`config.mk`:
```
export PLATFORM = sky130hd
export DESIGN_NAME = pe_ctrl
export DESIGN_NICKNAME = d
export VERILOG_FILES = /design/src/rtl/pe_pkg.sv /design/src/rtl/pe_cnt.sv /design/src/rtl/pe_ctrl.sv
export SDC_FILE = /design/constraint.sdc
export NUM_CORES = 1
export LEC_CHECK = 0
export CAP_MARGIN = 5
export CORE_ASPECT_RATIO = 0.9
export CORE_MARGIN = 2
export CORE_UTILIZATION = 29
export DETAILED_ROUTE_END_ITERATION = 16
export GPL_TIMING_DRIVEN = 0
export HOLD_SLACK_MARGIN = 0.05
export PLACE_DENSITY = 0.51
export SETUP_SLACK_MARGIN = 0.3
export SLEW_MARGIN = 20
export SYNTH_ARGS = -nofsm -noshare
export SYNTH_HDL_FRONTEND = slang
export SYNTH_SLANG_ARGS = --single-unit
export TNS_END_PERCENT = 50
```
`constraint.sdc`:
```
create_clock -name clk -period 1.75 [get_ports clk]
set_input_delay 0.175 -clock clk [delete_from_list [all_inputs] [get_ports clk]]
set_output_delay 0.175 -clock clk [all_outputs]
set_load 0.02 [all_outputs]
```
`src/rtl/pe_pkg.sv`:
```
// -----------------------------------------------------------------------------
// pe_pkg -- shared definitions for the processing-element controller.
//
// Contents:
//   K_W_DEF      default width of the operand-count field
//   ACT_LAT_DEF  default activation-unit latency in cycles
//   state_t      controller FSM state encoding
//   cnt_width()  bits needed to hold a counter value 0..max_val
// -----------------------------------------------------------------------------
package pe_pkg;

  localparam int K_W_DEF     = 8;
  localparam int ACT_LAT_DEF = 2;

  typedef enum logic [2:0] {
    ST_IDLE,
    ST_CLR,
    ST_LOAD,
    ST_ACT,
    ST_OUT
  } state_t;

  function automatic int cnt_width(input int max_val);
    return (max_val < 2) ? 1 : $clog2(max_val + 1);
  endfunction

endpackage

```
`src/rtl/pe_cnt.sv`:
```
// -----------------------------------------------------------------------------
// pe_cnt -- loadable down-counter with zero and one flags.
//
// Used by pe_ctrl both for the per-job operand counter and for the activation
// wait counter. The counter itself never guards against underflow; the caller
// gates dec with ~zero so the count can never wrap.
//
// Ports:
//   clk       clock, rising edge
//   rst_n     asynchronous active-low reset, clears the count
//   load      load load_val (takes priority over dec)
//   load_val  value to load
//   dec       decrement by one
//   zero      count == 0
//   one       count == 1 (the next decrement reaches zero)
// -----------------------------------------------------------------------------
module pe_cnt #(
  parameter int W = 8
) (
  input  logic         clk,
  input  logic         rst_n,
  input  logic         load,
  input  logic [W-1:0] load_val,
  input  logic         dec,
  output logic         zero,
  output logic         one
);

  localparam logic [W-1:0] ONE = W'(1);

  logic [W-1:0] count;

  // NOTE: sequential state is written with non-blocking assignments only, so
  // every flop samples pre-edge values regardless of block evaluation order.
  always_ff @(posedge clk or negedge rst_n) begin
    if (!rst_n) begin
      count <= '0;
    end else if (load) begin
      count <= load_val;
    end else if (dec) begin
      count <= count - ONE;
    end
  end

  assign zero = (count == '0);
  assign one  = (count == ONE);

endmodule

```
`src/rtl/pe_ctrl.sv`:
```
// -----------------------------------------------------------------------------
// pe_ctrl -- job sequencer for one processing element.
//
// A job is accepted in IDLE on start: the accumulator is cleared for one cycle
// (CLR), k_len operands are accepted from the input stream (LOAD), the result
// optionally waits ACT_LAT cycles for the activation unit (ACT), and is then
// presented until the consumer takes it (OUT). done pulses in the IDLE cycle
// right after the result handshake; a start in that cycle is accepted.
//
// Optional feature (macro PE_CTRL_PERF_EN): adds a 32-bit saturating stall
// counter output, stall_cnt, counting LOAD cycles without in_valid plus OUT
// cycles without out_ready. Cleared by reset only.
//
// Ports:
//   clk        clock, rising edge
//   rst_n      asynchronous active-low reset, aborts any job
//   start      job request, honoured only in IDLE
//   k_len      operand count, latched on accepted start
//   act_en     1 = route activated result, latched on accepted start
//   in_valid   operand stream valid
//   in_ready   operand stream ready (LOAD only)
//   acc_clr    accumulator clear strobe (CLR only)
//   acc_en     accumulator enable = in_valid & in_ready
//   mux_sel    PE output mux select (0 raw, 1 activated)
//   out_valid  result valid (OUT only)
//   out_ready  result consumer ready
//   busy       high in every state except IDLE
//   done       one-cycle pulse after the result handshake
//   stall_cnt  stall cycle counter (PE_CTRL_PERF_EN builds only)
// -----------------------------------------------------------------------------
module pe_ctrl
  import pe_pkg::*;
#(
  parameter int K_W     = K_W_DEF,
  parameter int ACT_LAT = ACT_LAT_DEF
) (
  input  logic           clk,
  input  logic           rst_n,
  input  logic           start,
  input  logic [K_W-1:0] k_len,
  input  logic           act_en,
  input  logic           in_valid,
  output logic           in_ready,
  output logic           acc_clr,
  output logic           acc_en,
  output logic           mux_sel,
  output logic           out_valid,
  input  logic           out_ready,
  output logic           busy,
  output logic           done
`ifdef PE_CTRL_PERF_EN
  ,
  output logic [31:0]    stall_cnt
`endif
);

  localparam int                 ACT_W    = cnt_width(ACT_LAT);
  localparam logic [ACT_W-1:0]   ACT_LOAD = ACT_W'(ACT_LAT);

  state_t state, state_nxt;
  logic   act_q;
  logic   done_q;

  logic   rem_zero, rem_one, rem_load, rem_dec;
  logic   wait_zero, wait_one, wait_load, wait_dec;
  logic   accept;

  assign accept = (state == ST_IDLE) && start;

  // ---------------------------------------------------------------------------
  // Counters: operands remaining, and activation wait cycles remaining.
  // ---------------------------------------------------------------------------
  assign rem_load = accept;
  assign rem_dec  = acc_en && !rem_zero;

  pe_cnt #(.W(K_W)) u_rem_cnt (
    .clk      (clk),
    .rst_n    (rst_n),
    .load     (rem_load),
    .load_val (k_len),
    .dec      (rem_dec),
    .zero     (rem_zero),
    .one      (rem_one)
  );

  // Loaded with ACT_LAT on the edge into ACT; ACT is left in the cycle the
  // count reads one, so the state lasts exactly ACT_LAT cycles.
  assign wait_load = (state_nxt == ST_ACT) && (state != ST_ACT);
  assign wait_dec  = (state == ST_ACT) && !wait_zero;

  pe_cnt #(.W(ACT_W)) u_wait_cnt (
    .clk      (clk),
    .rst_n    (rst_n),
    .load     (wait_load),
    .load_val (ACT_LOAD),
    .dec      (wait_dec),
    .zero     (wait_zero),
    .one      (wait_one)
  );

  // ---------------------------------------------------------------------------
  // FSM state and job registers
  // ---------------------------------------------------------------------------
  always_ff @(posedge clk or negedge rst_n) begin
    if (!rst_n) begin
      state  <= ST_IDLE;
      act_q  <= 1'b0;
      done_q <= 1'b0;
    end else begin
      state  <= state_nxt;
      done_q <= (state == ST_OUT) && out_ready;
      if (accept) begin
        act_q <= act_en;
      end
    end
  end

  // NOTE: every signal written here gets a default before the case statement,
  // so no path leaves a value unassigned and no latch is inferred.
  always_comb begin
    state_nxt = state;
    in_ready  = 1'b0;
    acc_clr   = 1'b0;
    mux_sel   = 1'b0;
    out_valid = 1'b0;

    unique case (state)
      ST_IDLE: begin
        if (start) state_nxt = ST_CLR;
      end

      ST_CLR: begin
        acc_clr = 1'b1;
        if (!rem_zero)  state_nxt = ST_LOAD;
        else if (act_q) state_nxt = ST_ACT;
        else            state_nxt = ST_OUT;
      end

      ST_LOAD: begin
        in_ready = 1'b1;
        if (in_valid && rem_one) state_nxt = act_q ? ST_ACT : ST_OUT;
      end

      ST_ACT: begin
        mux_sel = 1'b1;
        if (wait_one) state_nxt = ST_OUT;
      end

      ST_OUT: begin
        out_valid = 1'b1;
        mux_sel   = act_q;
        if (out_ready) state_nxt = ST_IDLE;
      end

      default: state_nxt = ST_IDLE;
    endcase
  end

  assign acc_en = in_valid && in_ready;
  assign busy   = (state != ST_IDLE);
  assign done   = done_q;

  // ---------------------------------------------------------------------------
  // Optional stall counter
  // ---------------------------------------------------------------------------
`ifdef PE_CTRL_PERF_EN
  logic stall;

  assign stall = ((state == ST_LOAD) && !in_valid) ||
                 ((state == ST_OUT)  && !out_ready);

  always_ff @(posedge clk or negedge rst_n) begin
    if (!rst_n) begin
      stall_cnt <= '0;
    end else if (stall && (stall_cnt != '1)) begin
      stall_cnt <= stall_cnt + 32'd1;
    end
  end
`endif

endmodule

```
# Word level (Yosys, flattened, before mapping)
# Cells that the tools add are included.
dict set report totals {
  register_bits 15
}
dict set report classes {
  addsub 2
  eq_ne 8
  mux 15
  reduce_logical 15
}
# op n
set op_table {}
lappend op_table {{3-bit 2-to-1 mux} 6}
lappend op_table {{8-bit 2-to-1 mux} 2}
lappend op_table {{3-bit one-hot mux with 5 select lines} 1}
lappend op_table {{3-bit by 2-bit equality test with 1-bit output (second input constant)} 3}
lappend op_table {{8-bit by 1-bit equality test with 1-bit output (second input constant)} 1}
lappend op_table {{8-bit zero test} 1}
lappend op_table {{8-bit by 1-bit subtractor with 8-bit output (second input constant)} 1}
lappend op_table {{1-bit logical AND} 7}
lappend op_table {{2-bit 2-to-1 mux} 2}
lappend op_table {{2-bit nonzero test} 2}
lappend op_table {{3-bit by 1-bit equality test with 1-bit output (second input constant)} 1}
lappend op_table {{3-bit equality test (second input constant)} 1}
lappend op_table {{3-bit zero test} 1}
lappend op_table {{1-bit 2-to-1 mux} 3}
lappend op_table {{3-bit by 2-bit inequality test with 1-bit output (second input constant)} 1}
lappend op_table {{3-bit nonzero test} 1}
lappend op_table {{2-bit by 1-bit equality test with 1-bit output (second input constant)} 1}
lappend op_table {{1-bit zero test} 2}
lappend op_table {{2-bit zero test} 1}
lappend op_table {{1-bit one-hot mux with 2 select lines} 1}
lappend op_table {{2-bit by 1-bit subtractor with 2-bit output (second input constant)} 1}

# Longest topological paths before layout
# Gate-level depths: netlist of run 1.
dict set report logic_depth {
  depth_word 7
  mapped_depth 6
  ltp_nobuf 6
}

# Cells and area by module
# A second synthesis of run 1 with hierarchy kept.
dict set report hier_totals {
  hier_cells 106
  area_unflattened_um2 950.9
}
# module n_inst cells_each area_per_inst_um2 seq_area_each_um2
set modules_own_cells {}
lappend modules_own_cells {{pe_cnt (u_rem_cnt)} 1 53 475.5 200.2}
lappend modules_own_cells {pe_ctrl 1 40 349.1 125.1}
lappend modules_own_cells {{pe_cnt (u_wait_cnt)} 1 13 126.4 50.0}

# Least setup slack after synthesis of run 1
# OpenSTA, ideal clock, no wires.
dict set report synth_timing {
  path_kind {register -> register}
  startpoint {reg u_rem_cnt.count[2]}
  endpoint {reg u_rem_cnt.count[7]}
  t_arrival_ns 1.718
  required_time_ns 1.668
  path_slack_ns -0.050
  stages_incl_launch_ff 5
  period_less_slack_ns 1.800
  path_cell_list {dfrtp_1 > or3_4 > or3_1 > or4_1 > a31oi_1}
}
dict set report synth_between {
  elab_chain_cells 4
  word_cells_on_any_way 7
  classes_between {1 x add/sub; 2 x mux; 4 x reduce/logical}
}
# element line_no
set synth_lines {}
lappend synth_lines {{from (decl)} pe_cnt.sv:31} ;# logic [W-1:0] count;
lappend synth_lines {{from (signal assigned)} pe_cnt.sv:39} ;# count <= load_val;
lappend synth_lines {{from (signal assigned)} pe_cnt.sv:41} ;# count <= count - ONE;
lappend synth_lines {{parallel branches: the longest is 4 deep, another holds 8-bit by 1-bit subtractor with 8-bit output} -}
# Parallel ways; which one is timed is not known. The select of a mux whose other input is x is not followed.
# A chain may end at the register's enable or synchronous reset.

# Worst setup path in the final report of run 1
# Ends and elaborated chain as after synthesis.

==> results_dict.tcl, run 1 <==
set metrics [dict create \
    grt_first_pass_wirelength_um 4280 \
    finalNetCount 166 \
    postLayoutSetupSlackWorst_ps -15.0 \
    tritoncts.num_buffers 3 \
    h_tree_depth 1 \
    timing.critical_path.fanout_max 2 \
    grt_max_degree 16 \
    worstReg2RegEnd "u_rem_cnt.count[7]" \
    fmaxAchievable_mhz 567 \
    setup.reg_to_reg.worst_slack_ps -10 \
    insertion_delay_ps 300 \
    async_flop_share 1.00 \
    post_synth.cell_area_avg_um2 8.94 \
    root_buffer "sky130_fd_sc_hd__clkbuf_4" \
    simple_logic_cell_fraction_of_the_synthesized_area 0.269 \
    drive_gt1_frac 0.404 \
    path_clk_slew_ps 110 \
    antenna_violating_nets_post_route 0 \
    timing.critical_path.arrival_ps 2000 \
    initial_standard_cell_utilization_of_the_core 0.306 \
    worstSetupPathType "reg2reg" \
    route.detailed.drc 0 \
    synth_top_area_frac 0.396 \
    endpoint_kind "flop" \
    worst_hold_slack_ps 311 \
    fp.dieW_um 64.2 \
    cap_viol_max_count 0 \
    clock_sinks 15 \
    synth_warnings 0 \
    grt_antenna_before_repair 0 \
    clock_tree_from_tritoncts "built" \
    cellLeakagePower_nw 0.690 \
    syn_nets 125 \
    syn-instance-count 106 \
    worst_clock_skew_ps 10.2 \
    layout-area-overhead-vs-synth_pct 69.1 \
    syn_area_um2 947 \
    r2r_cells 4 \
    layout_worst_path_cycle_share 1.01 \
    critPathRequiredTime_ps 1980 \
    synthDominantAreaCellType "sky130_fd_sc_hd__dfrtp_1" \
    clk_path_buf_depth 2 \
    unrepaired_setup_endpoints_after_global_routing "yes" \
    worst_r2r_startpoint "u_rem_cnt.count[2]" \
    drtPass1Iterations 4 \
    power_w 0.00233 \
    ys.flop_type "sky130_fd_sc_hd__dfrtp_1" \
    synth_cell_type_count 32 \
    placeableCoreArea_um2 3090 \
    ys_seq_elements 15 \
    p_per_area_nw_per_um2 1460 \
    floorplan.rows 19 \
    synth_top_cells_by_area "sky130_fd_sc_hd__dfrtp_1, sky130_fd_sc_hd__ha_1, sky130_fd_sc_hd__nor2_1, sky130_fd_sc_hd__a21oi_1, sky130_fd_sc_hd__mux2i_1" \
    sequential_cell_area_fraction_in_the_yosys_report 0.396 \
    synth_enable_flop_cells 0 \
    synth.area.mux_share 0.0555 \
    gp_routability_congestion 0.768 \
    vdd_ir_drop_max_uv 716 \
    count_of_endpoints_failing_hold_in_the_final_timing_report 0 \
    gr-usage-all-layers 0.147 \
    via_count_of_the_first_global_routing_pass 946 \
    dr_total_vias 948 \
    violations "negative setup slack" \
    dp_hpwl_um 1660 \
    synth_top_family_by_area "simple AND/OR/NAND/NOR gates" \
    max_slew.worst_pin.slew_ps 768 \
    ctsHoldBuffers 0 \
    placement.io_buffers 20 \
    report.final.slew_viol_count 0 \
    final-setup-viol-count 1 \
    totalWireLength_um 2670 \
    crit_path_start_kind "flop" \
    tns_ps -15.0 \
    min-delay-path-class "in2async" \
    antenna_cells_inserted 0 \
    total_overflow_reported_by_the_global_router 0 \
    synth-adder-area-share 0.0661 \
    post_synth_xor_area_fraction 0.0185 \
    die_area_um2 3740 \
    detail_route.wl_per_cell_um 14.2 \
    relative_slew_margins 0.486 \
    ioPinCount 21 \
    route.detailed.vias_per_inst 5.04 \
    final_period_demand_of_the_worst_path_ps 1760 \
    fp.dieH_um 58.2 \
    drt_iter0_markers 24 \
    compound_gate_fraction_of_synth_area 0.147 \
    status "complete, but fails checks" \
]
## area by class of cell
cell class              instances  area, µm²
fillers                       289       1490
multi-input cells              79        698
flip-flops and latches         15        377
repair buffers                 36        360
plain buffers                   4       56.3
well taps                      42       52.6
inverters                       8       30.0
clock buffers                   3       22.5
clock inverters                 1       5.00
## worst max path at each step
| stage | endpoint | slack (ps) | cells after the start | startpoint |
|---|---|---|---|---|
| finish | u_rem_cnt.count[7] | -10 | 4 | u_rem_cnt.count[2] |
| global route | u_rem_cnt.count[7] | -60 | 4 | u_rem_cnt.count[2] |
| CTS | u_rem_cnt.count[7] | -50 | 4 | u_rem_cnt.count[2] |
| detailed placement | u_rem_cnt.count[5] | -230 | 5 | in_valid |
| global placement | u_rem_cnt.count[7] | -200 | 5 | in_valid |
| floorplan | u_rem_cnt.count[7] | -20 | 4 | u_rem_cnt.count[3] |
## sequential cells by signal (all words and copies together) (netlist names)
register,cells
u_rem_cnt.count,8
state,3
u_wait_cnt.count,2
act_q,1
done,1
## what timing repair did
action                                  CTS  global route
buffers inserted                         13             3
endpoints found under the setup margin   18            21
resized for setup                        61            30
pin swaps                                15            13
## power breakdown
| group | switching (W) | internal (W) | leakage [nW] | total [W] |
|---|---|---|---|---|
| logic | 0.000671 | 0.000778 | 0.494 | 0.00145 |
| clock network | 0.000133 | 0.0000852 | 0.0177 | 0.000219 |
| registers | 0.000172 | 0.000495 | 0.178 | 0.000667 |
## critical path, stage by stage, from the launching register on
cell	delay [ps]
sky130_fd_sc_hd__dfrtp_2	430
sky130_fd_sc_hd__or3_4	390
sky130_fd_sc_hd__or3_1	320
sky130_fd_sc_hd__or4_1	410
sky130_fd_sc_hd__a31oi_1	150
## kinds of logic after synthesis
logic type,count (synthesis)
xor gates and xnor gates,2
AOI/OAI and AO/OA,22
buffers and inverters,12
DFF,15
muxes,5
and+or+nand+nor,45
adders and majority gates,5
## per-stage QoR
stage                     instances  setup slack (ps)  instance area (µm²)   util
final                           188             -15.0                 1600  0.518
after global routing            188             -58.7                 1600  0.518
after CTS                       185             -46.2                 1460  0.473
after detailed placement        168              -226                 1230  0.399
after global placement          168              -201                 1230  0.399
after floorplan                 106             -16.1                  981      -
## cell usage after synthesis (2+ instances only)
library cell / instances
sky130_fd_sc_hd__a21oi_1: 6
sky130_fd_sc_hd__a31oi_1: 4
sky130_fd_sc_hd__and3_1: 2
sky130_fd_sc_hd__clkbuf_1: 4
sky130_fd_sc_hd__dfrtp_1: 15
sky130_fd_sc_hd__ha_1: 5
sky130_fd_sc_hd__inv_1: 8
sky130_fd_sc_hd__mux2_2: 2
sky130_fd_sc_hd__mux2i_1: 3
sky130_fd_sc_hd__nand2_1: 8
sky130_fd_sc_hd__nand3_1: 3
sky130_fd_sc_hd__nand3b_1: 3
sky130_fd_sc_hd__nand4b_1: 2
sky130_fd_sc_hd__nor2_1: 12
sky130_fd_sc_hd__nor3_1: 2
sky130_fd_sc_hd__nor3b_1: 3
sky130_fd_sc_hd__o21ai_0: 6
sky130_fd_sc_hd__or4_1: 3
sky130_fd_sc_hd__xnor2_1: 2
## layout by cell type (no fill, tap or decap), drive strengths merged, types with 4 or more instances in the layout
master and n:
clkbuf 6, a31oi 4, o21ai 6, dfrtp 15, inv 8, buf 23, a21oi 6, nand2 8
ha 5, nor2 12, clkdlybuf4s50 13
## metal layers
| layer | up-vias | GRT usage | routed length [µm] |
|---|---|---|---|
| li1 | 466 | - | - |
| met1 | 449 | 0.190 | 1240 |
| met2 | 27 | 0.250 | 1290 |
| met3 | 6 | 0.0175 | 99 |
| met4 | 0 | 0.0608 | 41 |
| met5 | - | 0 | 0 |
Note: power is estimated with default switching activity, not from simulation.
==> run 2, diff against run 1 <==
- CAP_MARGIN: 5 -> 30
- CORE_MARGIN: 2 -> unset
==> run 2 against run 1 <==
- the run still ends with negative setup slack left
- first-iteration DRC count grew 75%
- critical path depth unchanged
- combinational power is 3% higher
- largest cell class unchanged
- sequential share of layout area shrank 0.78 points
==> results_dict.tcl, run 2 (synthesis gave the netlist of run 1 again) <==
set metrics [dict create \
    comb_power_share 0.628 \
    totalWireLength_um 2670 \
    path_cells "or3_4, or3_4, or4_4, a31oi_4" \
    vdd_ir_drop_max_uv 594 \
    gr-usage-all-layers 0.154 \
    tritoncts.num_buffers 3 \
    p_per_area_nw_per_um2 1440 \
    gr-usage-met2 0.250 \
    clk_path_buf_depth 2 \
    grt_busiest_layer "met2" \
    root_buffer "sky130_fd_sc_hd__clkbuf_4" \
    net-switching-power_w 0.000975 \
    worst_hold_slack_ps 305 \
    floorplan.rows 19 \
    unrepaired_setup_endpoints_after_global_routing "yes" \
    critical_path.most_common_cell "sky130_fd_sc_hd__or3_4" \
    largest_reg_flops 8 \
    worstSetupPathType "reg2reg" \
    cap_viol_max_count 0 \
    detail_route.wl_per_cell_um 13.9 \
    tns_ps -178 \
    min-delay-path-class "in2async" \
    endpoint_kind "flop" \
    report.final.slew_viol_count 0 \
    grtUsageMet3 0.0389 \
    timing.critical_path.fanout_max 2 \
    place_ws_ps -213 \
    final-setup-viol-count 3 \
    largest_registers "u_rem_cnt.count: 8 flops, state: 3 flops, u_wait_cnt.count: 2 flops" \
    insertion_delay_ps 300 \
    worst_clock_skew_ps 15.4 \
    fmaxAchievable_mhz 532 \
    cell_internal_pwr_w 0.00141 \
    final_period_demand_of_the_worst_path_ps 1880 \
    initial_standard_cell_utilization_of_the_core 0.306 \
    max_slew.worst_pin.slew_ps 742 \
    fp.dieW_um 62.2 \
    finalNetCount 170 \
    cellLeakagePower_nw 0.732 \
    dr_total_vias 966 \
    postLayoutSetupSlackWorst_ps -128 \
    placement.io_buffers 20 \
    drtPass1Iterations 4 \
    antenna_violating_nets_post_route 0 \
    met1_layer_usage_reported_by_global_route 0.194 \
    crit_path_start_kind "flop" \
    max_stage_delay_ps 440 \
    h_tree_depth 1 \
    via_count_of_the_first_global_routing_pass 931 \
    multi_input_comb_area_um2 722 \
    grt_antenna_before_repair 0 \
    violations "negative setup slack" \
    total_overflow_reported_by_the_global_router 0 \
    dp_hpwl_um 1600 \
    critical-path-slowest-cell "sky130_fd_sc_hd__or4_4" \
    route.detailed.drc 0 \
    gp_routability_congestion 0.759 \
    setup.reg_to_reg.worst_slack_ps -130 \
    layout.area.seq_um2 377 \
    clock_sinks 15 \
    drive_gt1_frac 0.440 \
    layout.cells.most_common_list "sky130_fd_sc_hd__dfrtp_1, sky130_fd_sc_hd__clkdlybuf4s50_1, sky130_fd_sc_hd__buf_4, sky130_fd_sc_hd__nor2_1, sky130_fd_sc_hd__buf_6" \
    ioPinCount 21 \
    placeableCoreArea_um2 3090 \
    grt_first_pass_wirelength_um 4160 \
    p_clk_frac 0.087 \
    layout_worst_path_cycle_share 1.07 \
    largest_register "u_rem_cnt.count" \
    fp.dieH_um 56.2 \
    grt_max_degree 16 \
    final_common_cell "sky130_fd_sc_hd__dfrtp_1" \
    drt_iter0_markers 42 \
    utilization 0.536 \
    path_clk_slew_ps 100 \
    status "complete, but fails checks" \
    relative_slew_margins 0.504 \
    timing.critical_path.arrival_ps 2090 \
    clock_tree_from_tritoncts "built" \
    fill_cell_count 282 \
    swShare 0.409 \
    pwr-share-seq 0.285 \
    critPathRequiredTime_ps 1960 \
    count_of_endpoints_failing_hold_in_the_final_timing_report 0 \
    die_area_um2 3500 \
    route.detailed.vias_per_inst 5.03 \
    antenna_cells_inserted 0 \
    layout-area-overhead-vs-synth_pct 74.9 \
]
==> run 2: cell type report <==
cell class,count,area share
Buffer,4,0.0302
Timing Repair Buffer,40,0.241
Clock buffer,4,0.0159
Inverter,8,0.0181
Tap cell,42,0.0317
Multi-Input combinational cell,79,0.436
Sequential cell,15,0.227
==> run 2: repair_timing <==
action,4_1_cts,5_1_grt
setup endpoints to repair,18,20
hold buffers,0,0
pin swaps,16,12
buffers inserted,12,8
gates resized for setup,63,31
gates cloned,0,0
==> run 2: path summary, 6_finish.rpt <==
path / from / depth (start not counted) / to
setup / recovery: u_rem_cnt.count[2] / 4 / u_rem_cnt.count[7]
hold reg to reg: u_wait_cnt.count[1] / 2 / u_wait_cnt.count[1]
max in group asynchronous: rst_n / 1 / u_rem_cnt.count[2]
hold / removal: rst_n / 1 / state[2]
setup reg to reg: u_rem_cnt.count[2] / 4 / u_rem_cnt.count[7]
min in group clk: k_len[2] / 3 / u_rem_cnt.count[2]
==> run 2: worst max-delay path, delay by kind of cell (launching register included) <==
kind            cells  cell delay, ps
simple gates        3            1200
flops               1             430
compound gates      1             150
==> run 2: through the flow <==
stage               power [W]  cell area (µm²)  std cells
floorplan             0.00129              981        106
global placement      0.00154             1230        168
detailed placement    0.00156             1230        168
CTS                   0.00207             1470        184
global route          0.00256             1660        192
finish                0.00239             1660        192
==> run 2: power by group through the flow <==
| stage | logic, W | clock network, W | registers (W) |
|---|---|---|---|
| after floorplan | 0.000670 | 0 | 0.000624 |
| after global placement | 0.000883 | 0 | 0.000657 |
| after detailed placement | 0.000897 | 0 | 0.000658 |
| after CTS | 0.00121 | 0.000216 | 0.000646 |
| after global routing | 0.00163 | 0.000229 | 0.000703 |
| final | 0.00150 | 0.000208 | 0.000679 |
==> run 2: routing by layer <==
metal  vias to the layer above  share of wire
met4                         0          0.015
li1                        471              -
met3                         4          0.025
met1                       477           0.47
met2                        14           0.49
met5                         -              0
